File: config.mk
export PLATFORM = sky130hd
export DESIGN_NAME = pipeline_hazard_ctrl
export DESIGN_NICKNAME = d
export VERILOG_FILES = /design/src/rtl/pipeline_hazard_ctrl_pkg.sv /design/src/rtl/pipeline_hazard_ctrl_fwd_select.sv /design/src/rtl/pipeline_hazard_ctrl.sv
export SDC_FILE = /design/constraint.sdc
export NUM_CORES = 1
export LEC_CHECK = 0
export CORE_UTILIZATION = 50
export DETAILED_ROUTE_END_ITERATION = 16
export DONT_BUFFER_PORTS = 1
export GPL_TIMING_DRIVEN = 1
export PLACE_DENSITY = 0.75
export SLEW_MARGIN = 20
export SYNTH_ARGS = -nofsm -noshare
export SYNTH_HDL_FRONTEND = slang
export SYNTH_SLANG_ARGS = --single-unit
File: constraint.sdc
create_clock -name clk -period 2 [get_ports clk]
set_clock_uncertainty 0.15 [all_clocks]
set_input_delay 0.4 -clock clk [delete_from_list [all_inputs] [get_ports clk]]
set_output_delay 0.4 -clock clk [all_outputs]
set_load 0.1 [all_outputs]
File: src/rtl/pipeline_hazard_ctrl_pkg.sv
// rtl/pipeline_hazard_ctrl_pkg.sv - shared processor package for the hazard controller
// Purpose: FSM state encodings and ALU operand forwarding select codes.
// Contents: hz_state_e (RUN, LU_STALL, FREEZE, REDIRECT), FWD_RF, FWD_MEM, FWD_WB,
//           DRAIN_CYCLES (length of the post-redirect drain window).
package pipeline_hazard_ctrl_pkg;

  typedef enum logic [1:0] {
    RUN      = 2'd0,
    LU_STALL = 2'd1,
    FREEZE   = 2'd2,
    REDIRECT = 2'd3
  } hz_state_e;

  localparam logic [1:0] FWD_RF  = 2'b00;
  localparam logic [1:0] FWD_MEM = 2'b01;
  localparam logic [1:0] FWD_WB  = 2'b10;

  localparam logic [1:0] DRAIN_CYCLES = 2'd3;

endpackage

File: src/rtl/pipeline_hazard_ctrl_fwd_select.sv
// rtl/pipeline_hazard_ctrl_fwd_select.sv - operand forwarding select for one ALU source
// Purpose: pick the ALU operand source for one EX register field; MEM beats WB,
//          register $0 is never forwarded, purely combinational.
// Ports:
//   src          in  5  EX-stage source register field
//   mem_rd       in  5  MEM-stage destination register
//   mem_regwrite in  1  MEM-stage instruction writes a register
//   mem_valid    in  1  MEM stage holds a valid instruction
//   wb_rd        in  5  WB-stage destination register
//   wb_regwrite  in  1  WB-stage instruction writes a register
//   wb_valid     in  1  WB stage holds a valid instruction
//   sel          out 2  FWD_RF / FWD_MEM / FWD_WB
module fwd_select
  import pipeline_hazard_ctrl_pkg::*;
(
  input  logic [4:0] src,
  input  logic [4:0] mem_rd,
  input  logic       mem_regwrite,
  input  logic       mem_valid,
  input  logic [4:0] wb_rd,
  input  logic       wb_regwrite,
  input  logic       wb_valid,
  output logic [1:0] sel
);

  logic mem_hit;
  logic wb_hit;

  assign mem_hit = mem_regwrite && mem_valid && (mem_rd != 5'd0) && (mem_rd == src);
  assign wb_hit  = wb_regwrite  && wb_valid  && (wb_rd  != 5'd0) && (wb_rd  == src);

  always_comb begin
    sel = FWD_RF;
    if (mem_hit) begin
      sel = FWD_MEM;
    end else if (wb_hit) begin
      sel = FWD_WB;
    end
  end

endmodule

File: src/rtl/pipeline_hazard_ctrl.sv
// rtl/pipeline_hazard_ctrl.sv - 5-stage pipeline hazard controller (stall, freeze, redirect, forwarding)
// Purpose: resolves load-use stalls, data-memory freezes and MEM-stage redirects,
//          tracks per-stage valid bits and drives operand forwarding selects.
// Optional feature: define HAZARD_PERF_CNT_EN to add saturating performance counters.
// Ports:
//   clk, reset                       in   clock, synchronous active-high reset
//   id_rs, id_rt, id_uses_rt         in   ID-stage source fields and rt-use flag
//   ex_rs, ex_rt, ex_rd              in   EX-stage register fields
//   ex_regwrite, ex_memread          in   EX-stage controls
//   mem_rd, mem_regwrite             in   MEM-stage destination and write flag
//   wb_rd, wb_regwrite               in   WB-stage destination and write flag
//   mem_redirect                     in   control transfer resolved in MEM
//   dmem_wait                        in   data memory not ready
//   pc_en .. mem_wb_en               out  pipe-register enables
//   if_id_flush .. ex_mem_flush      out  load a bubble into that pipe register
//   fwd_a, fwd_b                     out  ALU operand sources
//   stage_valid                      out  {WB,MEM,EX,ID} valid bits
//   state                            out  current FSM state
//   stall_cnt, flush_cnt, freeze_cnt out  (HAZARD_PERF_CNT_EN only) event counters
module pipeline_hazard_ctrl
  import pipeline_hazard_ctrl_pkg::*;
#(
  parameter int CNT_W = 32
) (
  input  logic             clk,
  input  logic             reset,
  input  logic [4:0]       id_rs,
  input  logic [4:0]       id_rt,
  input  logic             id_uses_rt,
  input  logic [4:0]       ex_rs,
  input  logic [4:0]       ex_rt,
  input  logic [4:0]       ex_rd,
  input  logic             ex_regwrite,
  input  logic             ex_memread,
  input  logic [4:0]       mem_rd,
  input  logic             mem_regwrite,
  input  logic [4:0]       wb_rd,
  input  logic             wb_regwrite,
  input  logic             mem_redirect,
  input  logic             dmem_wait,
  output logic             pc_en,
  output logic             if_id_en,
  output logic             id_ex_en,
  output logic             ex_mem_en,
  output logic             mem_wb_en,
  output logic             if_id_flush,
  output logic             id_ex_flush,
  output logic             ex_mem_flush,
  output logic [1:0]       fwd_a,
  output logic [1:0]       fwd_b,
  output logic [3:0]       stage_valid,
  output logic [1:0]       state
`ifdef HAZARD_PERF_CNT_EN
  ,
  output logic [CNT_W-1:0] stall_cnt,
  output logic [CNT_W-1:0] flush_cnt,
  output logic [CNT_W-1:0] freeze_cnt
`endif
);

  // valid bit positions: [3]=WB, [2]=MEM, [1]=EX, [0]=ID
  hz_state_e  state_q, state_d;
  logic [3:0] valid_q, valid_d;
  logic [1:0] drain_q, drain_d;

  logic       load_use;
  logic       ev_freeze;
  logic       ev_redirect;
  logic       ev_load_use;
  logic [1:0] fwd_a_raw;
  logic [1:0] fwd_b_raw;

  // Any load writes its destination, so ex_regwrite adds nothing to detection.
  logic       unused_ex_regwrite;
  assign unused_ex_regwrite = ex_regwrite;

  // The bubble behind a stalled load must not re-trigger, hence the LU_STALL mask.
  assign load_use = ex_memread && valid_q[1] && valid_q[0] && (ex_rd != 5'd0) &&
                    ((ex_rd == id_rs) || (id_uses_rt && (ex_rd == id_rt))) &&
                    (state_q != LU_STALL);

  assign ev_freeze   = dmem_wait;
  assign ev_redirect = !dmem_wait && mem_redirect && valid_q[2];
  assign ev_load_use = !dmem_wait && !ev_redirect && load_use;

  always_comb begin
    pc_en        = 1'b1;
    if_id_en     = 1'b1;
    id_ex_en     = 1'b1;
    ex_mem_en    = 1'b1;
    mem_wb_en    = 1'b1;
    if_id_flush  = 1'b0;
    id_ex_flush  = 1'b0;
    ex_mem_flush = 1'b0;
    state_d      = state_q;
    drain_d      = drain_q;
    valid_d      = {valid_q[2:0], 1'b1};

    if (ev_freeze) begin
      // Whole pipe holds; drain count and valid bits wait for release.
      pc_en     = 1'b0;
      if_id_en  = 1'b0;
      id_ex_en  = 1'b0;
      ex_mem_en = 1'b0;
      mem_wb_en = 1'b0;
      valid_d   = valid_q;
      state_d   = FREEZE;
    end else if (ev_redirect) begin
      // Redirecting instruction retires into WB; everything younger is squashed.
      if_id_flush  = 1'b1;
      id_ex_flush  = 1'b1;
      ex_mem_flush = 1'b1;
      valid_d      = {valid_q[2], 3'b000};
      state_d      = REDIRECT;
      drain_d      = DRAIN_CYCLES;
    end else if (ev_load_use) begin
      // Hold PC and IF/ID, inject one bubble into EX, let older stages move.
      pc_en       = 1'b0;
      if_id_en    = 1'b0;
      id_ex_flush = 1'b1;
      valid_d     = {valid_q[2], valid_q[1], 1'b0, valid_q[0]};
      state_d     = LU_STALL;
      drain_d     = 2'd0;
    end else if (drain_q != 2'd0) begin
      // Resume or continue a drain window, including after a freeze.
      drain_d = drain_q - 2'd1;
      state_d = (drain_q == 2'd1) ? RUN : REDIRECT;
    end else begin
      state_d = RUN;
    end

    if (reset) begin
      pc_en        = 1'b1;
      if_id_en     = 1'b1;
      id_ex_en     = 1'b1;
      ex_mem_en    = 1'b1;
      mem_wb_en    = 1'b1;
      if_id_flush  = 1'b1;
      id_ex_flush  = 1'b1;
      ex_mem_flush = 1'b1;
    end
  end

  always_ff @(posedge clk) begin
    if (reset) begin
      state_q <= RUN;
      valid_q <= 4'b0000;
      drain_q <= 2'd0;
    end else begin
      state_q <= state_d;
      valid_q <= valid_d;
      drain_q <= drain_d;
    end
  end

  fwd_select u_fwd_a (
    .src          (ex_rs),
    .mem_rd       (mem_rd),
    .mem_regwrite (mem_regwrite),
    .mem_valid    (valid_q[2]),
    .wb_rd        (wb_rd),
    .wb_regwrite  (wb_regwrite),
    .wb_valid     (valid_q[3]),
    .sel          (fwd_a_raw)
  );

  fwd_select u_fwd_b (
    .src          (ex_rt),
    .mem_rd       (mem_rd),
    .mem_regwrite (mem_regwrite),
    .mem_valid    (valid_q[2]),
    .wb_rd        (wb_rd),
    .wb_regwrite  (wb_regwrite),
    .wb_valid     (valid_q[3]),
    .sel          (fwd_b_raw)
  );

  assign fwd_a       = reset ? FWD_RF : fwd_a_raw;
  assign fwd_b       = reset ? FWD_RF : fwd_b_raw;
  assign stage_valid = reset ? 4'b0000 : valid_q;
  assign state       = reset ? RUN : state_q;

`ifdef HAZARD_PERF_CNT_EN
  logic [CNT_W-1:0] stall_q, flush_q, freeze_q;

  always_ff @(posedge clk) begin
    if (reset) begin
      stall_q  <= '0;
      flush_q  <= '0;
      freeze_q <= '0;
    end else begin
      if (ev_load_use && (stall_q != '1)) begin
        stall_q <= stall_q + 1'b1;
      end
      if (ev_redirect && (flush_q != '1)) begin
        flush_q <= flush_q + 1'b1;
      end
      if (ev_freeze && (freeze_q != '1)) begin
        freeze_q <= freeze_q + 1'b1;
      end
    end
  end

  assign stall_cnt  = reset ? '0 : stall_q;
  assign flush_cnt  = reset ? '0 : flush_q;
  assign freeze_cnt = reset ? '0 : freeze_q;
`endif

endmodule

==> results.json <==
{
  "num_antenna_cells": 0,
  "crit_chain": "o211ai_2 > buf_4 > or4_4 > o31a_2 > buf_12",
  "drive_gt1_share_pct": 42.42,
  "cts_buffers": 3,
  "cp_top_family": "simple AND/OR/NAND/NOR gates",
  "cap_violations": 0,
  "synth_ff_type": "dfxtp_1",
  "hold_buffers": 0,
  "cts_tree": "done",
  "slew_viol_final": 0,
  "ant_nets": 0,
  "fin_nets": 180,
  "fmax_mhz": 429.5,
  "die_h_um": 44.92,
  "clockRootBuffer": "clkbuf_4",
  "cellLeakagePower_nw": 0.5102,
  "p_per_area_nw_per_um2": 453.7,
  "yosysSeqAreaShare_pct": 17.39,
  "violations": "setup timing",
  "io_pins": 62,
  "wirelength_mm": 2.268,
  "n_fill_cell": 123,
  "hold_depth": 1,
  "port_buffers": 0,
  "use_met1_pct": 29.68,
  "drt-pass1-iter-count": 4,
  "synth_edf_count": 0,
  "cp_max_fo": 2,
  "path_buf_inv": 2,
  "fin_crit_ns": 2.328,
  "hpwl_mm": 1.890,
  "rsz0062_at_grt": "yes",
  "start_util_pct": 53.33,
  "synth-seq-cells": 8,
  "async_reset_ff_share_pct": 0,
  "dp_slack_ns": -0.3088,
  "tightestPinTransition_ns": 0.3651,
  "dr.first_iter.drc_count": 16,
  "cp.arrival_ns": 1.78,
  "clock_sinks": 8,
  "worst_setup_path_start_kind": "flip-flop",
  "met3_usage_pct": 8.400,
  "grt_max_degree": 19,
  "worst_slack_ns": -0.3282,
  "core_area_sq_um": 1727,
  "wl_per_cell_um": 14.45,
  "dieArea_sq_um": 2017,
  "synth_area_sq_um": 920.9,
  "vias_per_cell": 5.694,
  "fin_crit_sh_pct": 116.4,
  "slew_headroom_pct": 75.57,
  "ctsLongestPathBuffers": 2,
  "cp.depth": 5,
  "grt_pass1_vias": 857,
  "antenna_found_initial": 0,
  "worstSetupPathType": "flip-flop to primary output",
  "synth_cells": 115,
  "place_congestion": 0.7706,
  "required_ns": 1.45,
  "synth_cell_types": 41,
  "busiest_layer": "met2",
  "critPathCaptureType": "primary output",
  "die_w_um": 44.92,
  "grt_util_met2_pct": 42.35,
  "run_status": "finished with violations",
  "setup_viol": 7,
  "path_clk_slew_ns": 0.05,
  "final_core_util_pct": 78.55,
  "postSynthAreaPerCell_sq_um": 8.008,
  "gr-total-overflow": 0,
  "insertion_delay_ns": 0.25,
  "area_delta_synth_final_pct": 47.28,
  "vdd_drop_max_v": 0.0004436,
  "cts-htree-levels": 1,
  "reg2reg_depth": 5,
  "grt_first_pass_wirelength_mm": 3.698,
  "hold_path.class": "primary input to flip-flop",
  "drc": 0,
  "grt_usage_pct": 25.02,
  "vias": 894,
  "crit_path_max_incr_delay_ns": 0.44,
  "hold_violations": 0,
  "cp_slowest_cell": "or4_4",
  "rows": 15,
  "yosysWarnings": 0,
  "regArea_sq_um": 161.4,
  "finalSetupTns_ns": -1.576,
  "synth_nets": 161,
  "multi_input_area_sq_um": 865.8
}
[Yosys cell counts (4+ instances only)]
cell,instances,share of area (%)
xor2_1,12,11
buf_4,4,3.3
nor4_1,4,2.7
xnor2_1,18,17
a21oi_1,6,3.3
inv_1,5,2.0
nor2_1,5,2.0
nand3_1,4,2.2
nor2b_1,4,2.7
dfxtp_1,8,17
nand2_1,7,2.9
or4_1,4,3.3
[cell families after synthesis]
logic type	after synthesis	share of synthesized area, %
mux	1	1.087
buf+inv	13	7.200
compound gates	22	19.02
simple gates	39	24.05
flops	8	17.39
xor+xnor	30	28.53
fa+ha+maj	2	2.717
[timing repair]
action,CTS,global route
setup endpoints to repair,7,7
gates resized for setup,4,1
endpoints found under the hold margin,0,0
pin swaps,2,0
setup buffers,1,1
[per-stage QoR]
step                      total power, mW  hold WS [ns]  instances  cell area, sq um
after floorplan                    0.4624        0.2964        115              1100
after CTS                          0.6196       0.05576        156              1345
after global routing               0.6558       0.03873        157              1356
after global placement             0.4853        0.3234        152              1303
final                              0.6153       0.06098        157              1356
after detailed placement           0.4930        0.3227        152              1303
[layout make-up]
type,instances,share of cell area (%)
tap,25,2.306
inverter,5,1.384
multi-input combinational,94,63.84
clock buffer,3,1.661
sequential,8,11.90
timing repair buffer,22,18.91
[power by group]
part           total (mW)  switching [mW]  leakage, nW  internal [mW]
Combinational       0.310           0.188        0.430          0.122
Sequential          0.183         0.00842       0.0661          0.175
Clock               0.122          0.0533       0.0138         0.0685
Total               0.615           0.250        0.510          0.365
[sequential cells by signal, indices dropped and copies added, names as in the netlist]
signal	cells
state_q	2
valid_q	4
drain_q	2
[path summary, 6_finish.rpt]
kind	startpoint	to	slack [ns]
worst max-delay path	valid_q[2]	fwd_b[1]	-0.33
worst min-delay path	reset	valid_q[2]	0.06
worst max register to register	valid_q[1]	state_q[1]	0.59
worst min register to register	valid_q[0]	valid_q[0]	0.34
[metal layers]
layer  vias up  share of wire, %  wire length, um
met5         -                 0                0
met3         4               5.4              122
met1       422                40              896
li1        438                 -                -
met2        30                54             1229
met4         0              0.84               19
[cells in the final DEF, fill, tap and decap left out, types with 2 or more instances in the layout]
| cell | netlist | final |
|---|---|---|
| a211oi_1 | 2 | 2 |
| a21oi_1 | 6 | 5 |
| buf_12 | 0 | 7 |
| buf_4 | 4 | 14 |
| clkbuf_4 | 0 | 3 |
| dfxtp_1 | 8 | 7 |
| ha_1 | 2 | 2 |
| inv_1 | 5 | 4 |
| nand2_1 | 7 | 6 |
| nand3_1 | 4 | 4 |
| nor2_1 | 5 | 3 |
| nor2_2 | 1 | 3 |
| nor2b_4 | 0 | 4 |
| nor3_1 | 2 | 2 |
| nor4_4 | 0 | 3 |
| o21ai_0 | 2 | 2 |
| or4_4 | 1 | 4 |
| xnor2_1 | 18 | 14 |
| xnor2_2 | 0 | 2 |
| xnor2_4 | 0 | 2 |
| xor2_1 | 12 | 12 |
Note: power is estimated with default switching activity, not from simulation.
